File: src/rtl/key_exp_rcon_reader_pkg.sv
// Shared definitions for the AES key-expansion sequencer: key-size codes, word
// counts, FSM states and the RotWord/xtime helpers.
package key_exp_rcon_reader_pkg;

    localparam logic [1:0] NK_SEL_128 = 2'd0;
    localparam logic [1:0] NK_SEL_192 = 2'd1;
    localparam logic [1:0] NK_SEL_256 = 2'd2;

    // Nk-1 is stored so the mod-Nk counter wraps on a plain equality compare
    localparam logic [2:0] NK_M1_128 = 3'd3;
    localparam logic [2:0] NK_M1_192 = 3'd5;
    localparam logic [2:0] NK_M1_256 = 3'd7;

    localparam logic [5:0] LAST_IDX_128 = 6'd43;
    localparam logic [5:0] LAST_IDX_192 = 6'd51;
    localparam logic [5:0] LAST_IDX_256 = 6'd59;

    typedef enum logic [2:0] {
        ST_IDLE = 3'd0,
        ST_LOAD = 3'd1,
        ST_REQ  = 3'd2,
        ST_CALC = 3'd3,
        ST_OUT  = 3'd4,
        ST_DONE = 3'd5
    } state_e;

    function automatic logic [2:0] nk_m1_of(input logic [1:0] nk_sel);
        case (nk_sel)
            NK_SEL_192: return NK_M1_192;
            NK_SEL_256: return NK_M1_256;
            default:    return NK_M1_128;
        endcase
    endfunction

    function automatic logic [5:0] last_idx_of(input logic [1:0] nk_sel);
        case (nk_sel)
            NK_SEL_192: return LAST_IDX_192;
            NK_SEL_256: return LAST_IDX_256;
            default:    return LAST_IDX_128;
        endcase
    endfunction

    function automatic logic [31:0] rot_word(input logic [31:0] w);
        return {w[23:0], w[31:24]};
    endfunction

    function automatic logic [7:0] xtime(input logic [7:0] b);
        return {b[6:0], 1'b0} ^ (b[7] ? 8'h1b : 8'h00);
    endfunction

endpackage

File: src/rtl/key_exp_rcon_reader_rcon_xtime.sv
// Internal Rcon generator: loads 01 on start and multiplies by x after each use.
// Only compiled into the design when RCON_XTIME_EN is defined.
`ifdef RCON_XTIME_EN
module key_exp_rcon_reader_rcon_xtime
    import key_exp_rcon_reader_pkg::*;
(
    input  logic       clk_in,
    input  logic       rst_in,
    input  logic       init_in,
    input  logic       adv_in,
    output logic [7:0] rcon_out
);

    logic [7:0] rcon_q;
    logic [7:0] rcon_d;

    always_comb begin
        rcon_d = rcon_q;
        if (init_in) begin
            rcon_d = 8'h01;
        end else if (adv_in) begin
            rcon_d = xtime(rcon_q);
        end
    end

    always_ff @(posedge clk_in) begin
        if (rst_in) begin
            rcon_q <= 8'h00;
        end else begin
            rcon_q <= rcon_d;
        end
    end

    assign rcon_out = rcon_q;

endmodule
`endif

File: src/rtl/key_exp_rcon_reader.sv
// AES key-expansion sequencer streaming w[0..4*(Nr+1)-1] using external Rcon/S-box ROMs.
// Build option RCON_XTIME_EN replaces the Rcon ROM with an internal xtime register.
//
//  state | meaning
//  IDLE  | waiting for start_in
//  LOAD  | presenting the Nk raw key words
//  REQ   | ROM addresses for w[i] on the bus
//  CALC  | ROM data valid, w[i] computed and registered
//  OUT   | w[i] held valid until accepted
//  DONE  | one-cycle done pulse
module key_exp_rcon_reader
    import key_exp_rcon_reader_pkg::*;
#(
    parameter int RCON_ADDR_BITS = 6,
    parameter int MAX_NK         = 8
) (
    input  logic                      clk_in,
    input  logic                      rst_in,
    input  logic                      start_in,
    input  logic [1:0]                nk_sel_in,
    input  logic [255:0]              key_in,
    output logic [RCON_ADDR_BITS-1:0] rcon_addr_out,
    input  logic [7:0]                rcon_data_in,
    output logic [31:0]               sbox_addr_out,
    input  logic [31:0]               sbox_data_in,
    output logic                      wrd_valid_out,
    input  logic                      wrd_ready_in,
    output logic [31:0]               wrd_out,
    output logic [5:0]                wrd_idx_out,
    output logic                      busy_out,
    output logic                      done_out
);

    state_e                    state_q, state_d;
    logic [255:0]              key_q, key_d;
    logic [2:0]                nk_m1_q, nk_m1_d;
    logic [5:0]                last_q, last_d;
    logic [5:0]                idx_q, idx_d;
    logic [2:0]                mod_q, mod_d;
    logic [3:0]                rnd_q, rnd_d;
    logic [31:0]               window_q [MAX_NK];
    logic [31:0]               window_d [MAX_NK];
    logic [31:0]               wrd_q, wrd_d;
    logic                      valid_q, valid_d;
    logic [RCON_ADDR_BITS-1:0] rcon_addr_q, rcon_addr_d;
    logic [31:0]               sbox_addr_q, sbox_addr_d;
    logic                      busy_q, busy_d;
    logic                      done_q, done_d;

    logic       accept;
    logic [2:0] mod_nx;
    logic [3:0] rnd_nx;
    logic [7:0] rcon_val;
    logic [31:0] temp;
    logic [31:0] w_new;

    assign accept = (state_q == ST_LOAD || state_q == ST_OUT) && wrd_ready_in;

`ifdef RCON_XTIME_EN
    localparam bit RCON_FROM_ROM = 1'b0;
    logic rcon_unused;
    assign rcon_unused = ^rcon_data_in;

    key_exp_rcon_reader_rcon_xtime u_rcon (
        .clk_in   (clk_in),
        .rst_in   (rst_in),
        .init_in  (state_q == ST_IDLE && start_in),
        .adv_in   (state_q == ST_CALC && mod_q == 3'd0),
        .rcon_out (rcon_val)
    );
`else
    localparam bit RCON_FROM_ROM = 1'b1;
    assign rcon_val = rcon_data_in;
`endif

    always_comb begin
        mod_nx = mod_q + 3'd1;
        rnd_nx = rnd_q;
        if (mod_q == nk_m1_q) begin
            mod_nx = 3'd0;
            rnd_nx = rnd_q + 4'd1;
        end
    end

    // window_q[0] is w[i-1]; window_q[Nk-1] is w[i-Nk] regardless of Nk
    always_comb begin
        temp = window_q[0];
        if (mod_q == 3'd0) begin
            temp = sbox_data_in ^ {rcon_val, 24'h0};
        end else if (nk_m1_q == NK_M1_256 && mod_q == 3'd4) begin
            temp = sbox_data_in;
        end
        w_new = window_q[nk_m1_q] ^ temp;
    end

    always_comb begin
        state_d     = state_q;
        key_d       = key_q;
        nk_m1_d     = nk_m1_q;
        last_d      = last_q;
        idx_d       = idx_q;
        mod_d       = mod_q;
        rnd_d       = rnd_q;
        window_d    = window_q;
        wrd_d       = wrd_q;
        valid_d     = valid_q;
        rcon_addr_d = rcon_addr_q;
        sbox_addr_d = sbox_addr_q;
        busy_d      = busy_q;
        done_d      = 1'b0;

        // Addresses for the next word are issued on the accept that moves into REQ
        if (accept) begin
            window_d[0] = wrd_q;
            for (int k = 1; k < MAX_NK; k++) begin
                window_d[k] = window_q[k-1];
            end
            idx_d       = idx_q + 6'd1;
            mod_d       = mod_nx;
            rnd_d       = rnd_nx;
            sbox_addr_d = (mod_nx == 3'd0) ? rot_word(wrd_q) : wrd_q;
            if (RCON_FROM_ROM) begin
                rcon_addr_d = RCON_ADDR_BITS'(rnd_nx);
            end
        end

        case (state_q)
            ST_IDLE: begin
                if (start_in) begin
                    state_d = ST_LOAD;
                    key_d   = {key_in[223:0], 32'h0};
                    nk_m1_d = nk_m1_of(nk_sel_in);
                    last_d  = last_idx_of(nk_sel_in);
                    idx_d   = 6'd0;
                    mod_d   = 3'd0;
                    rnd_d   = 4'd0;
                    wrd_d   = key_in[255:224];
                    valid_d = 1'b1;
                    busy_d  = 1'b1;
                end
            end
            ST_LOAD: begin
                if (accept) begin
                    key_d = {key_q[223:0], 32'h0};
                    if (mod_q == nk_m1_q) begin
                        state_d = ST_REQ;
                        valid_d = 1'b0;
                    end else begin
                        wrd_d = key_q[255:224];
                    end
                end
            end
            ST_REQ: begin
                state_d = ST_CALC;
            end
            ST_CALC: begin
                wrd_d   = w_new;
                valid_d = 1'b1;
                state_d = ST_OUT;
            end
            ST_OUT: begin
                if (accept) begin
                    valid_d = 1'b0;
                    if (idx_q == last_q) begin
                        state_d = ST_DONE;
                        busy_d  = 1'b0;
                        done_d  = 1'b1;
                    end else begin
                        state_d = ST_REQ;
                    end
                end
            end
            ST_DONE: begin
                state_d = ST_IDLE;
            end
            default: begin
                state_d = ST_IDLE;
            end
        endcase
    end

    always_ff @(posedge clk_in) begin
        if (rst_in) begin
            state_q     <= ST_IDLE;
            key_q       <= '0;
            nk_m1_q     <= '0;
            last_q      <= '0;
            idx_q       <= '0;
            mod_q       <= '0;
            rnd_q       <= '0;
            window_q    <= '{default: '0};
            wrd_q       <= '0;
            valid_q     <= 1'b0;
            rcon_addr_q <= '0;
            sbox_addr_q <= '0;
            busy_q      <= 1'b0;
            done_q      <= 1'b0;
        end else begin
            state_q     <= state_d;
            key_q       <= key_d;
            nk_m1_q     <= nk_m1_d;
            last_q      <= last_d;
            idx_q       <= idx_d;
            mod_q       <= mod_d;
            rnd_q       <= rnd_d;
            window_q    <= window_d;
            wrd_q       <= wrd_d;
            valid_q     <= valid_d;
            rcon_addr_q <= rcon_addr_d;
            sbox_addr_q <= sbox_addr_d;
            busy_q      <= busy_d;
            done_q      <= done_d;
        end
    end

    assign rcon_addr_out = rcon_addr_q;
    assign sbox_addr_out = sbox_addr_q;
    assign wrd_valid_out = valid_q;
    assign wrd_out       = wrd_q;
    assign wrd_idx_out   = idx_q;
    assign busy_out      = busy_q;
    assign done_out      = done_q;

endmodule

File: config.mk
export PLATFORM = sky130hd
export DESIGN_NAME = key_exp_rcon_reader
export DESIGN_NICKNAME = d
export VERILOG_FILES = /design/src/rtl/key_exp_rcon_reader_pkg.sv /design/src/rtl/key_exp_rcon_reader_rcon_xtime.sv /design/src/rtl/key_exp_rcon_reader.sv
export SDC_FILE = /design/constraint.sdc
export NUM_CORES = 1
export LEC_CHECK = 0
export ABC_AREA = 1
export CORE_UTILIZATION = 33
export CTS_BUF_LIST = sky130_fd_sc_hd__clkbuf_8
export DETAILED_ROUTE_END_ITERATION = 10
export PLACE_DENSITY_LB_ADDON = 0.3
export SKIP_CTS_REPAIR_TIMING = 1
export SYNTH_ARGS = -nofsm -noshare
export SYNTH_HDL_FRONTEND = slang
export SYNTH_SLANG_ARGS = --single-unit
File: constraint.sdc
create_clock -name clk_in -period 1.9 [get_ports clk_in]
set_clock_uncertainty 0.2 [all_clocks]
set_input_delay 0.38 -clock clk_in [delete_from_list [all_inputs] [get_ports clk_in]]
set_output_delay 0.38 -clock clk_in [all_outputs]
set_load 0.02 [all_outputs]
* After elaboration in Yosys (flattened, before gate mapping)
Index checks and enable logic that the tools add are counted.
** Word-level totals
- Register bits after elaboration :: 608
- Input bits :: 302
** Operators by class
- $add $sub $neg :: 3
- $lt $le $gt $ge :: 1
- Multiplexer cells :: 41
- Reduce and logical (&&, ||, !) cells :: 17
- Equality and inequality tests :: 16
- Bitwise gates (word level) :: 5
** Operators with widths (count)
- 2-to-1 mux 256 bit :: 2
- one-hot mux 256 bit (2 select lines) :: 1
- 2-to-1 mux 32 bit :: 8
- binary-select mux 32 bit (select 3 bit) :: 1
- one-hot mux 32 bit (3 select lines) :: 1
- bitwise XOR 32 bit :: 2
- 2-to-1 mux 3 bit :: 9
- 2-to-1 mux 6 bit :: 3
- 2-to-1 mux 4 bit :: 4
- one-hot mux 3 bit (5 select lines) :: 1
- AND reduction 4 bit :: 3
- one-hot mux 5 bit (2 select lines) :: 1
- equality test 3 bit, second input constant :: 3
- logical NOT 3 bit :: 3
- inequality test 2 bit, second input constant :: 4
- 2-to-1 mux 1 bit :: 7
- adder 6 x 1 -> 6 bit, second input constant :: 1
- equality test 3 x 2 -> 1 bit, second input constant :: 2
- equality test 6 bit :: 1
- one-hot mux 3 bit (2 select lines) :: 1
- AND reduction 5 bit :: 1
- adder 4 x 1 -> 4 bit, second input constant :: 1
- >= comparator 4 bit, second input constant :: 1
- inequality test 2 x 1 -> 1 bit, second input constant :: 2
- other kinds (17) :: 20

* Depth between registers and ports, before layout
- Depth after elaboration :: 6
- Mapped depth :: 15

* Worst setup path before layout
Ideal clock, no wire load.
- Path type :: register -> register
- Start :: register mod_q[0]
- End :: register wrd_q[23] (netlist: wrd_out[23])
- Path slack :: -45 ps
- Stages on the path, launching flop included :: 14
- Arrival time :: 1613 ps
- Data required time :: 1568 ps
- Setup time :: 132 ps
- Path buffers :: 1
- Path through :: dfxtp_1 > inv_1 > ha_1 > nand2_1 > inv_1 > nor2_1 > buf_2 > nand2_1 > nand2_1 > nand2_1 > nand3_1 > nand2_1 > nand2_1 > a21oi_1
** Between the ends
- Word-level cells in the longest chain between the ends :: 6
** RTL lines
- start, declared :: RTL line key_exp_rcon_reader.sv:39 : logic [2:0] mod_q, mod_d;
- start signal, assigned :: RTL line key_exp_rcon_reader.sv:204 : mod_q <= mod_d;
- equality test 3 bit :: RTL line key_exp_rcon_reader.sv:90 : end else if (nk_m1_q == NK_M1_256 && mod_q == 3'd4) begin
- logical AND 1 bit :: RTL line key_exp_rcon_reader.sv:90
- 2-to-1 mux 32 bit :: RTL line key_exp_rcon_reader.sv:90
- 2-to-1 mux 32 bit :: RTL line key_exp_rcon_reader.sv:88 : if (mod_q == 3'd0) begin
- bitwise XOR 32 bit :: RTL line key_exp_rcon_reader.sv:93 : w_new = window_q[nk_m1_q] ^ temp;
- one-hot mux 32 bit (3 select lines) :: RTL line key_exp_rcon_reader.sv:127 : case (state_q)
- end signal, assigned :: RTL line key_exp_rcon_reader.sv:207 : wrd_q <= wrd_d;
- end, declared :: RTL line key_exp_rcon_reader.sv:43 : logic [31:0] wrd_q, wrd_d;
Parallel ways exist; a longest one is shown, timed or not.
A chain may end at the register's enable or synchronous reset.

* Worst setup path after layout
- Start :: register mod_q[0]
- End :: register wrd_q[3] (netlist: wrd_out[3])
Same word-level chain as after synthesis.

==> reports/results.ini <==
[run_status]
status = complete, but fails checks
violations = setup timing

[finish]
drive_above_1_share = 0.215
utilization = 0.499
area_delta_synth_final_pct = 49.3
fillers = 7913
layout.nets = 5184

[sta]
maxSlewViolCount = 0
hold_violations = 0
worst_pin_slew_ns = 0.726
rsz0062_at_grt = true
setup_violations = 474
fmax_ghz = 0.463
min_period_over_period = 1.14
finalWorstSetupSlack_ns = -0.260
period_needed_ns = 2.16
slew_headroom = 0.516
timing.setup.tns_ns = -40.95

[detailed_routing]
post-route-drc-count = 0
wirelength_mm = 113
first_pass_iters = 6
first_iter_violations = 2526
drt-wirelength-per-cell_um = 18.8
viasPerCell = 5.06
routed-via-count = 30600
ant_nets = 0

[power_and_ir_drop]
vdd_drop_max_mv = 0.989
p_total_w = 0.0769
p_leak_nw = 18.1
cellPowerDensity_mw_per_mm2 = 1870

[global_routing]
busiest_layer = met2
grt_usage = 0.227
met3_usage = 0.0571
grt_pass1_vias = 27200
grt_pass1_wl_mm = 152
globalRouteOverflowTotal = 0
use_met1 = 0.287
grt_max_degree = 139
antenna_found_initial = 23
grt_util_met2 = 0.373

[synth]
async_reset_ff_frac = 0
synth_edf_count = 0
synth_top_area_frac = 0.415
yosys-top-cells-count = nand2_1 (1294), a21oi_1 (735), dfxtp_1 (570)
synthCells = 4269
yosys_register_bits = 570
synth_flop_cell = dfxtp_1
yosysSeqAreaShare = 0.415
synth_area_leaders = dfxtp_1 (41%), nand2_1 (18%), a21oi_1 (13%), nor2_1 (5.0%), nand3_1 (4.7%)
ys.warnings.count = 0
synth_top_cell_by_area = dfxtp_1
synth_area_mm2 = 0.0275
synth_most_common_cell = nand2_1
syn_avg_cell_area_um2 = 6.45
synth_cell_type_count = 35

[placement]
gp_congestion = 0.869
numPortBuffers = 378
hpwl_mm = 71.0

[worst_setup_path]
critPathLaunchType = register
crit_required_ns = 2.33
r2r-start = mod_q[0]$_SDFF_PP0_
cp-startpoint = mod_q[0]$_SDFF_PP0_
path_class = register to register
worstPathMaxFanout = 10
worstSetupEndpointType = register
crit_arrival_ns = 2.59

[clock_tree]
cts_tree = built
clock_path_buffers = 3
clkLatencyLatePin_ns = 0.73
ctsRootBufferMaster = clkbuf_8
htreeDepth = 3
cts_buffers = 101
clkTransAtPathRegs_ns = 0.07
cts.sinks = 570

[hold_path]
hp-class = input port to register
min_from = key_in[9]

[floorplan]
start_util = 0.335
fp.dieArea_mm2 = 0.0845
num_rows = 105
pin_count = 381
die_h_um = 291
core_area_mm2 = 0.0822
die_w_um = 291

[run]
maxCapViolCount = 0

-- cell type report --
cell class	instances	area [um^2]	area share
clock buffer	130	1790	0.0436
tap	1070	1340	0.0326
clock inverter	53	310	0.00755
inverter	322	1270	0.0309
multi-input combinational	3058	15100	0.369
sequential	570	11500	0.279
antenna	8	20.0	0.000487
timing repair buffer	824	9750	0.237
-- placed cells by master, fill, tap and decap left out, drive strengths merged, types with 2 or more instances in the layout --
cell type      count
buf              405
nand3            257
dfxtp            570
nand3b             8
o211ai            16
diode              8
clkinvlp           3
dlymetal6s2s      10
nor2             373
nand2           1298
nor3               3
bufinv             3
o21ai            304
a21oi            735
nand4             34
xor2               4
inv              357
conb               2
o22ai             10
clkbuf           238
clkinv            12
ha                 5
clkdlybuf4s50    300
xnor2              4
-- final timing paths --
check	depth (start not counted)	slack, ns	end
max reg2reg	15	-0.26	wrd_out[3]$_SDFFE_PP0P_
min reg2reg	2	0.26	window_q[111]$_SDFFE_PP0N_
min	3	0.04	key_q[41]$_SDFFE_PP0P_
max	15	-0.26	wrd_out[3]$_SDFFE_PP0P_
-- layer usage --
| layer | vias to the layer above | part of all wire |
|---|---|---|
| li1 | 15000 | - |
| met5 | - | 0.0020 |
| met2 | 1038 | 0.48 |
| met3 | 254 | 0.075 |
| met4 | 30 | 0.037 |
| met1 | 14200 | 0.41 |
-- logic make-up after synthesis --
logic type      after synthesis  share of synthesized area
flops                       570                      0.415
simple gates               1974                      0.287
compound gates             1069                      0.197
other cells                   1                   0.000136
fa+ha+maj                     5                    0.00227
buf+inv                     642                     0.0966
xor+xnor                      8                    0.00255
-- through the flow --
step	area, um^2	setup WS [ns]	instances	hold WS [ns]
after floorplan	27500	-0.0163	4270	0.229
after global placement	34200	-0.430	5677	0.242
after detailed placement	34200	-0.463	5677	0.247
after CTS	36300	-0.603	5860	-0.166
after global routing	41100	-0.305	6031	0.0446
final	41100	-0.260	6035	0.0408
-- report_power, final --
group	switching, W	internal (W)	total, W
registers	0.00285	0.0165	0.0194
logic	0.0253	0.0203	0.0456
clock network	0.00548	0.00652	0.0120
-- worst max-delay path: stages, from the launching register on --
cell and delay, ns:
dfxtp_2 0.36, inv_4 0.05, ha_4 0.17, nand2_2 0.07, inv_2 0.04, nand2_4 0.11
nand2_8 0.09, buf_4 0.16, clkbuf_16 0.17, nand2_1 0.07, nand2_1 0.05, nand2_1 0.12
nand3_4 0.14, nand2_2 0.13, nand2_1 0.06, a21oi_1 0.10
-- state kept, by name (all words and copies together) (netlist names) --
name,flops
busy_out,1
done_out,1
key_q,224
last_q,1
mod_q,3
nk_m1_q,2
rcon_addr_out,4
rnd_q,4
sbox_addr_out,32
state_q,3
window_q,256
wrd_idx_out,6
wrd_out,32
wrd_valid_out,1
Power figures use the tool's default switching activity.
